$ cat config.mk
export PLATFORM = sky130hd
export DESIGN_NAME = grostl_round_sched_flat
export DESIGN_NICKNAME = d
export VERILOG_FILES = /design/src/rtl/grostl_round_sched_if.sv /design/src/rtl/grostl_round_sched.sv /design/src/flat_wrapper.sv
export SDC_FILE = /design/constraint.sdc
export NUM_CORES = 1
export LEC_CHECK = 0
export ABC_AREA = 1
export CAP_MARGIN = 10
export CORE_MARGIN = 2
export CORE_UTILIZATION = 40
export DETAILED_ROUTE_END_ITERATION = 8
export PLACE_DENSITY_LB_ADDON = 0.15
export SLEW_MARGIN = 25
export SYNTH_ARGS = -nofsm -noshare
export SYNTH_HDL_FRONTEND = slang
export SYNTH_SLANG_ARGS = --single-unit
export TNS_END_PERCENT = 1
$ cat constraint.sdc
create_clock -name clk -period 1.17 [get_ports clk]
set_input_delay 0.1755 -clock clk [delete_from_list [all_inputs] [get_ports clk]]
set_output_delay 0.1755 -clock clk [all_outputs]
set_load 0.005 [all_outputs]
$ cat src/rtl/grostl_round_sched_if.sv
// ---------------------------------------------------------------------------
// grostl_round_sched_if
//
// Purpose: Groups the control handshake and datapath-enable signals that
//          pass between the Groestl-512 round sequencer and its user.
//
// Parameters:
//   RND_W   width of the round-constant index
//
// Signals:
//   start, last_blk, abort       requests from the user to the sequencer
//   ready, done                  handshake status from the sequencer
//   ld_msg, pq_sel, rnd, rnd_en  round-unit control
//   p_we, q_we, cmb_en, out_xor  register write enables
//   trig                         scope trigger (optional feature)
//
// Modports:
//   master  the user side (drives requests, observes controls)
//   slave   the sequencer side
// ---------------------------------------------------------------------------
interface grostl_round_sched_if #(
  parameter int RND_W = 4
);
  logic             start;
  logic             last_blk;
  logic             abort;
  logic             ready;
  logic             ld_msg;
  logic             pq_sel;
  logic [RND_W-1:0] rnd;
  logic             rnd_en;
  logic             p_we;
  logic             q_we;
  logic             cmb_en;
  logic             out_xor;
  logic             done;
  logic             trig;

  modport master (
    output start, last_blk, abort,
    input  ready, ld_msg, pq_sel, rnd, rnd_en, p_we, q_we,
           cmb_en, out_xor, done, trig
  );

  modport slave (
    input  start, last_blk, abort,
    output ready, ld_msg, pq_sel, rnd, rnd_en, p_we, q_we,
           cmb_en, out_xor, done, trig
  );
endinterface

$ cat src/rtl/grostl_round_sched.sv
// ---------------------------------------------------------------------------
// grostl_round_sched
//
// Purpose: Sequencer for the Groestl-512 compression datapath. A single
//          shared round unit alternates between the P and Q permutations
//          each round, computing f(h,m) = P(h^m) ^ Q(m) ^ h. On the final
//          block it additionally runs the output transform P(x) ^ x.
//
// Parameters:
//   NUM_ROUNDS  rounds per permutation (1..16)
//   RND_W       width of the round-constant index
//
// Ports:
//   clk    rising-edge clock
//   rst_n  asynchronous active-low reset
//   bus    grostl_round_sched_if.slave:
//            start/last_blk/abort in; ready, ld_msg, pq_sel, rnd, rnd_en,
//            p_we, q_we, cmb_en, out_xor, done, trig out
//
// All outputs are a Moore decode of state and round counter.
//
// Optional feature: define GROSTL_ROUND_SCHED_TRIGGER_EN to get a
// registered scope trigger that pulses one cycle after the first
// Q-permutation round. Without it, trig is tied low.
// ---------------------------------------------------------------------------
module grostl_round_sched #(
  parameter int NUM_ROUNDS = 14,
  parameter int RND_W      = 4
) (
  input  logic                 clk,
  input  logic                 rst_n,
  grostl_round_sched_if.slave  bus
);

  typedef enum logic [2:0] {
    S_IDLE,
    S_LOAD,
    S_RND_P,
    S_RND_Q,
    S_COMBINE,
    S_OUT_P,
    S_OUT_X,
    S_DONE
  } state_e;

  localparam logic [RND_W-1:0] LAST_RND = RND_W'(NUM_ROUNDS - 1);

  state_e           state_q, state_d;
  logic [RND_W-1:0] cnt_q,   cnt_d;
  logic             last_q,  last_d;

  // -------------------------------------------------------------------------
  // State register
  // -------------------------------------------------------------------------
  // NOTE: sequential state uses non-blocking assignments so every flop
  // samples the pre-edge value of its peers.
  always_ff @(posedge clk or negedge rst_n) begin
    if (!rst_n) begin
      state_q <= S_IDLE;
      cnt_q   <= '0;
      last_q  <= 1'b0;
    end else begin
      state_q <= state_d;
      cnt_q   <= cnt_d;
      last_q  <= last_d;
    end
  end

  // -------------------------------------------------------------------------
  // Next-state logic
  // -------------------------------------------------------------------------
  // NOTE: every variable gets a default first, so no path leaves one
  // unassigned and no latch is inferred.
  always_comb begin
    state_d = state_q;
    cnt_d   = cnt_q;
    last_d  = last_q;

    // Abort overrides everything once busy; in IDLE it is a no-op so a
    // coincident start still launches a block.
    if (bus.abort && (state_q != S_IDLE)) begin
      state_d = S_IDLE;
      cnt_d   = '0;
      last_d  = 1'b0;
    end else begin
      unique case (state_q)
        S_IDLE: begin
          if (bus.start) begin
            state_d = S_LOAD;
            cnt_d   = '0;
            last_d  = bus.last_blk;
          end
        end

        S_LOAD: begin
          state_d = S_RND_P;
          cnt_d   = '0;
        end

        S_RND_P: begin
          state_d = S_RND_Q;
        end

        // The round index advances only after Q, so P and Q share it.
        S_RND_Q: begin
          if (cnt_q == LAST_RND) begin
            state_d = S_COMBINE;
            cnt_d   = '0;
          end else begin
            state_d = S_RND_P;
            cnt_d   = cnt_q + RND_W'(1);
          end
        end

        S_COMBINE: begin
          state_d = last_q ? S_OUT_P : S_DONE;
        end

        S_OUT_P: begin
          if (cnt_q == LAST_RND) begin
            state_d = S_OUT_X;
            cnt_d   = '0;
          end else begin
            cnt_d   = cnt_q + RND_W'(1);
          end
        end

        S_OUT_X: begin
          state_d = S_DONE;
        end

        S_DONE: begin
          state_d = S_IDLE;
          last_d  = 1'b0;
        end

        default: begin
          state_d = S_IDLE;
          cnt_d   = '0;
          last_d  = 1'b0;
        end
      endcase
    end
  end

  // -------------------------------------------------------------------------
  // Moore output decode
  // -------------------------------------------------------------------------
  always_comb begin
    bus.ready   = 1'b0;
    bus.ld_msg  = 1'b0;
    bus.pq_sel  = 1'b0;
    bus.rnd     = '0;
    bus.rnd_en  = 1'b0;
    bus.p_we    = 1'b0;
    bus.q_we    = 1'b0;
    bus.cmb_en  = 1'b0;
    bus.out_xor = 1'b0;
    bus.done    = 1'b0;

    unique case (state_q)
      S_IDLE:    bus.ready = 1'b1;
      S_LOAD:    bus.ld_msg = 1'b1;
      S_RND_P: begin
        bus.rnd_en = 1'b1;
        bus.p_we   = 1'b1;
        bus.rnd    = cnt_q;
      end
      S_RND_Q: begin
        bus.pq_sel = 1'b1;
        bus.rnd_en = 1'b1;
        bus.q_we   = 1'b1;
        bus.rnd    = cnt_q;
      end
      S_COMBINE: bus.cmb_en = 1'b1;
      // Output transform reuses the P path of the round unit.
      S_OUT_P: begin
        bus.rnd_en = 1'b1;
        bus.p_we   = 1'b1;
        bus.rnd    = cnt_q;
      end
      S_OUT_X:   bus.out_xor = 1'b1;
      S_DONE:    bus.done = 1'b1;
      default:   bus.ready = 1'b0;
    endcase
  end

  // -------------------------------------------------------------------------
  // Optional scope trigger
  // -------------------------------------------------------------------------
`ifdef GROSTL_ROUND_SCHED_TRIGGER_EN
  logic trig_q, trig_d;

  // Marks the first Q round (the side-channel target), delayed one cycle;
  // an abort in that very cycle suppresses the pulse.
  always_comb begin
    trig_d = (state_q == S_RND_Q) && (cnt_q == '0) && !bus.abort;
  end

  always_ff @(posedge clk or negedge rst_n) begin
    if (!rst_n) begin
      trig_q <= 1'b0;
    end else begin
      trig_q <= trig_d;
    end
  end

  assign bus.trig = trig_q;
`else
  assign bus.trig = 1'b0;
`endif

endmodule

$ cat src/flat_wrapper.sv
// flat-port wrapper written by rule: the top's interface ports become plain ports
module grostl_round_sched_flat 
#(
  parameter int NUM_ROUNDS = 14,
  parameter int RND_W      = 4
)
  (clk, rst_n, bus_start, bus_last_blk, bus_abort, bus_ready, bus_ld_msg, bus_pq_sel, bus_rnd, bus_rnd_en, bus_p_we, bus_q_we, bus_cmb_en, bus_out_xor, bus_done, bus_trig);
  grostl_round_sched_if #(.RND_W(RND_W)) bus_i ();
  input  logic clk;
  input  logic rst_n;
  input wire logic [$bits(bus_i.start)-1:0] bus_start;
  input wire logic [$bits(bus_i.last_blk)-1:0] bus_last_blk;
  input wire logic [$bits(bus_i.abort)-1:0] bus_abort;
  output wire logic [$bits(bus_i.ready)-1:0] bus_ready;
  output wire logic [$bits(bus_i.ld_msg)-1:0] bus_ld_msg;
  output wire logic [$bits(bus_i.pq_sel)-1:0] bus_pq_sel;
  output wire logic [$bits(bus_i.rnd)-1:0] bus_rnd;
  output wire logic [$bits(bus_i.rnd_en)-1:0] bus_rnd_en;
  output wire logic [$bits(bus_i.p_we)-1:0] bus_p_we;
  output wire logic [$bits(bus_i.q_we)-1:0] bus_q_we;
  output wire logic [$bits(bus_i.cmb_en)-1:0] bus_cmb_en;
  output wire logic [$bits(bus_i.out_xor)-1:0] bus_out_xor;
  output wire logic [$bits(bus_i.done)-1:0] bus_done;
  output wire logic [$bits(bus_i.trig)-1:0] bus_trig;
  assign bus_i.start = bus_start;
  assign bus_i.last_blk = bus_last_blk;
  assign bus_i.abort = bus_abort;
  assign bus_ready = bus_i.ready;
  assign bus_ld_msg = bus_i.ld_msg;
  assign bus_pq_sel = bus_i.pq_sel;
  assign bus_rnd = bus_i.rnd;
  assign bus_rnd_en = bus_i.rnd_en;
  assign bus_p_we = bus_i.p_we;
  assign bus_q_we = bus_i.q_we;
  assign bus_cmb_en = bus_i.cmb_en;
  assign bus_out_xor = bus_i.out_xor;
  assign bus_done = bus_i.done;
  assign bus_trig = bus_i.trig;
  grostl_round_sched #(.NUM_ROUNDS(NUM_ROUNDS), .RND_W(RND_W)) u_core (.clk(clk), .rst_n(rst_n), .bus(bus_i));
endmodule
### Word level (Yosys, flattened, before mapping)

Cells that the tools add are included.
Widths: inputs -> output; s select.

| storage, ports and cells | value |
|---|---|
| register bits after elaboration | 8 |
| input port bits | 5 |
| output and inout port bits | 14 |
| word-level logic and storage cells | 47 |

| cells by class | value |
|---|---|
| add/sub/neg operators | 1 |
| equality and inequality tests | 10 |
| mux-type cells | 22 |
| reduce and logical (&&, ||, !) cells | 11 |

Operator list:

| operator | number |
|---|---|
| $pmux 3 s8 | 1 |
| $mux 4 | 4 |
| $eq 3x3->1 const B | 4 |
| $mux 3 | 4 |
| $pmux 4 s3 | 1 |
| $mux 1 | 10 |
| $eq 3x2->1 const B | 2 |
| $reduce_and 2->1 | 3 |
| $reduce_bool 3->1 | 2 |
| $add 4x1->4 const B | 1 |
| $eq 4x4->1 const B | 1 |
| $reduce_bool 4->1 | 1 |
| $reduce_or 2->1 | 2 |
| $eq 3x1->1 const B | 1 |
| $logic_not 3->1 | 1 |
| $ne 3x1->1 const B | 1 |
| $ne 3x2->1 const B | 1 |
| $reduce_or 3->1 | 1 |
| $mux 2 | 1 |
| $pmux 1 s2 | 1 |
| $logic_and 1x1->1 | 1 |

### Longest topological paths before layout

| logic depth | value |
|---|---|
| word-level depth | 4 |
| gate-level depth with buffers | 8 |
| mapped depth without buffers | 8 |

### Least setup slack after synthesis

Ideal clock, no wire load.

| timing path | value |
|---|---|
| path kind | flip-flop to flip-flop |
| from | register u_core.cnt_q[0] |
| to | register u_core.state_q[1] |
| arrival | 1,045 ps |
| required time | 1,057 ps |
| slack | 12 ps |
| cell stages (with the launch flop) | 8 |
| path buffers | 0 |
| clock period less this slack | 1,158 ps |
| cells stage by stage | dfrtp_1 ha_1 nand3_1 inv_1 nor2_1 nand2_1 nand3_1 inv_2 |

| on the way | value |
|---|---|
| cells in the longest elaborated chain, start to end | 4 |
| elaborated cells between the ends (all ways) | 6 |
| classes of those cells | eq/ne: 2; mux: 3; reduce/logical: 1 |

RTL lines:

| element | RTL line | RTL |
|---|---|---|
| start, declared | grostl_round_sched.sv:49 | `logic [RND_W-1:0] cnt_q, cnt_d;` |
| start signal, assigned | grostl_round_sched.sv:64 | `cnt_q <= cnt_d;` |
| $eq 4x4->1 * | grostl_round_sched.sv:106, grostl_round_sched.sv:120 |  |
| $mux 3 | grostl_round_sched.sv:106 | `if (cnt_q == LAST_RND) begin` |
| $pmux 3 s8 | grostl_round_sched.sv:86 | `unique case (state_q)` |
| $mux 3 | grostl_round_sched.sv:81 | `if (bus.abort && (state_q != S_IDLE)) begin` |
| end signal, assigned | grostl_round_sched.sv:63 | `state_q <= state_d;` |
| end, declared | grostl_round_sched.sv:48 | `state_e state_q, state_d;` |

Every way passes the cells marked *; elsewhere a longest branch is shown, timed or not.
A chain may end at the register's enable or synchronous reset.

### Worst setup path in the final report

| timing path | value |
|---|---|
| from | register u_core.state_q[0] |
| to | output bus_rnd[2] |

| on the way | value |
|---|---|
| cells in the longest elaborated chain, start to end | 3 |
| elaborated cells between the ends (all ways) | 5 |
| classes of those cells | eq/ne: 3; mux: 1; reduce/logical: 1 |

RTL lines:

| element | RTL line | RTL |
|---|---|---|
| $eq 3x2->1 / $eq 3x3->1 (equally long branches) | grostl_round_sched.sv:161 | `unique case (state_q)` |
| $reduce_or 3->1 (no source line) * | - |  |
| $mux 4 * | grostl_round_sched.sv:161 |  |
| end, declared | flat_wrapper.sv:17 | `output wire logic [$bits(bus_i.rnd)-1:0] bus_rnd;` |

Marked as above.

==> metrics.txt <==
startpoint types flop; PwrDens 2210 nW/µm²; grt peak-use layer met2; Worst path slowest cell dfrtp_2; Avg Cell Area, Syn 6.57 µm²; met1 Usage GRT 0.319; DRC violations left 0; count of final max-slew check failures 0; Buf/Inv on CP 4; final layout net count 154; ANT cells 0; area of the multi-input gates 402 µm²; CTS max path bufs 2; Max Freq 693 MHz; Layout Cells excl Fill 161; Fin Hold WS 206 ps; share of cells above drive strength 1 0.559; Synth Register Bits 8; Worst-path clk slew 60 ps; Synth area leaders dfrtp_1 33%, nand2_1 15%, nand3_1 9.1%; commonest non-fill, non-tap cell in the layout buf_4; flop2flop setup slack -220 ps; initial drt markers 20; WS Path Type reg -> out; Cell Area, Placed 962 µm²; DR pass1 iterations 4; FF-to-FF Start u_core.state_q[1]; CTS buffer count 3; worst ir drop on vdd 1.05 mV; Static Leakage 0.674 nW; sequential element share of the synthesized area 0.331; status finished with violations; core area 1450 µm²; Max Cap Violations 0; Vias 792; Arr. time, crit path 1270 ps; R2R cell count 8; Area Growth Syn to Fin 91.5%; Clock Sinks 8; largest net degree at the start of global routing 9; Fill cells 91; Chip Width 42.9 µm; dpl hpwl 1230 µm; vias in the first global route 775; htree depth 1; Initial Util 0.416; initial antenna violation count 0; total area of sequential cells 203 µm²; Max Fanout on Critical Path 4; worst r2r dst u_core.cnt_q[1]; post-synth top area share 0.331; Worst Hold Class in -> async; num ports 19; delay-heaviest family, CP buffers and inverters; delay of the slowest critical-path stage 430 ps; met2 usage 0.418; first-pass GRT wire length 3370 µm; IO buf count 17; Rows 14; YS warnings 0; Die Y 42.9 µm; DR WL/cell 13.4 µm; clock root cell clkbuf_4; WL final 2160 µm; met3 Resource Use GR 0.0255; Synthesized Nets 99; CTS tree done; vias per cell 4.92; Worst EP required 990 ps; setup violators final 21; DIE AREA 1840 µm²; CP dominant cell by count buf_6; Final WS setup -274 ps; clock skew 4.48 ps; final instance area 1160 µm²; Cell variety after synth 20; mapped cell area 604 µm²; Clock Latency Late Sink 250 ps; cells along the critical path buf_6 > nand3_4 > nand2_2 > buf_6 > inv_4 > nor2_2 > buf_2; crit end category output pin; cell taking the most area after synthesis dfrtp_1; global-route usage over all layers 0.244; final hold violations 0; total gr overflow 0; Cells after DPL 147; fin crit share 1.23; failing checks negative setup slack; Mapped Cells 92; RSZ-0062 raised after global routing true; highest-count cells in the layout ignoring fill and taps 25 x buf_4, 19 x nand2_1, 12 x inv_1; Post-DRT Antenna Nets 0; routability cong. 0.889; crit path time final 1440 ps
[layout make-up]
cell class	count	share of cell area
timing repair buffer	53	0.378
multi-input combinational	63	0.347
sequential	8	0.175
inverter	18	0.0627
clock buffer	3	0.0195
tap	16	0.0173
[power by group]
| group | internal (mW) | switching, mW |
|---|---|---|
| Clock | 0.117 | 0.0892 |
| Combinational | 1.05 | 0.870 |
| Sequential | 0.353 | 0.0815 |
| Total | 1.52 | 1.04 |
[kinds of logic after synthesis]
family | Yosys count | synth area share
adder cells (fa/ha/maj) | 2 | 0.0414
buffers and inverters | 21 | 0.145
other | 1 | 0.00621
flip-flops | 8 | 0.331
XOR/XNOR | 1 | 0.0145
AND/OR/NAND/NOR | 54 | 0.404
AO/OA/AOI/OAI | 5 | 0.0580
[metal layers]
layer	routed length [µm]	up-vias
met5	0	-
li1	-	387
met4	0	0
met3	84	0
met1	937	377
met2	1140	28
[worst max-delay path by stage]
| stage | start | end | slack [ps] | depth (start not counted) |
|---|---|---|---|---|
| finish | u_core.state_q[0] | bus_rnd[2] | -270 | 7 |
| global route | u_core.state_q[1] | bus_cmb_en | -350 | 6 |
| CTS | u_core.state_q[0] | bus_p_we | -250 | 6 |
| detailed placement | u_core.state_q[1] | bus_rnd[3] | -400 | 6 |
| global placement | u_core.state_q[2] | bus_rnd[0] | -370 | 5 |
| floorplan | u_core.cnt_q[0] | u_core.state_q[1] | 10 | 7 |
[synth_stat cells]
cell type	instances
buf_2	1
o21a_1	1
ha_1	2
inv_2	4
nand2_2	3
xor2_1	1
nand3_1	11
a21oi_2	1
nand4_1	3
dfrtp_1	8
nand2_1	24
o21ai_1	1
o21ai_0	1
nor2_1	9
nor2_2	2
buf_4	2
nand3b_1	2
conb_1	1
o21ai_2	1
inv_1	14
[repair_timing]
action                                  in CTS  in global routing
cloned                                       0                  0
gates resized for setup                     72                 15
setup buffers                               11                  0
hold buffers                                 0                  0
endpoints found under the setup margin      21                 21
pin swaps                                   17                  5
[metrics by stage]
stage | util | worst slack [ps] | power, mW | setup TNS [ps]
after floorplan | - | 11.9 | 0.932 | 0
after global placement | 0.662 | -369 | 1.65 | -4780
after detailed placement | 0.662 | -398 | 1.67 | -5310
after CTS | 0.775 | -253 | 2.35 | -3990
after global routing | 0.796 | -352 | 2.71 | -5790
final | 0.796 | -274 | 2.56 | -4280
[registers in the layout, indices dropped and copies added (netlist names)]
register	count
u_core.last_q	1
u_core.state_q	3
u_core.cnt_q	4
Note: power is estimated with default switching activity, not from simulation.
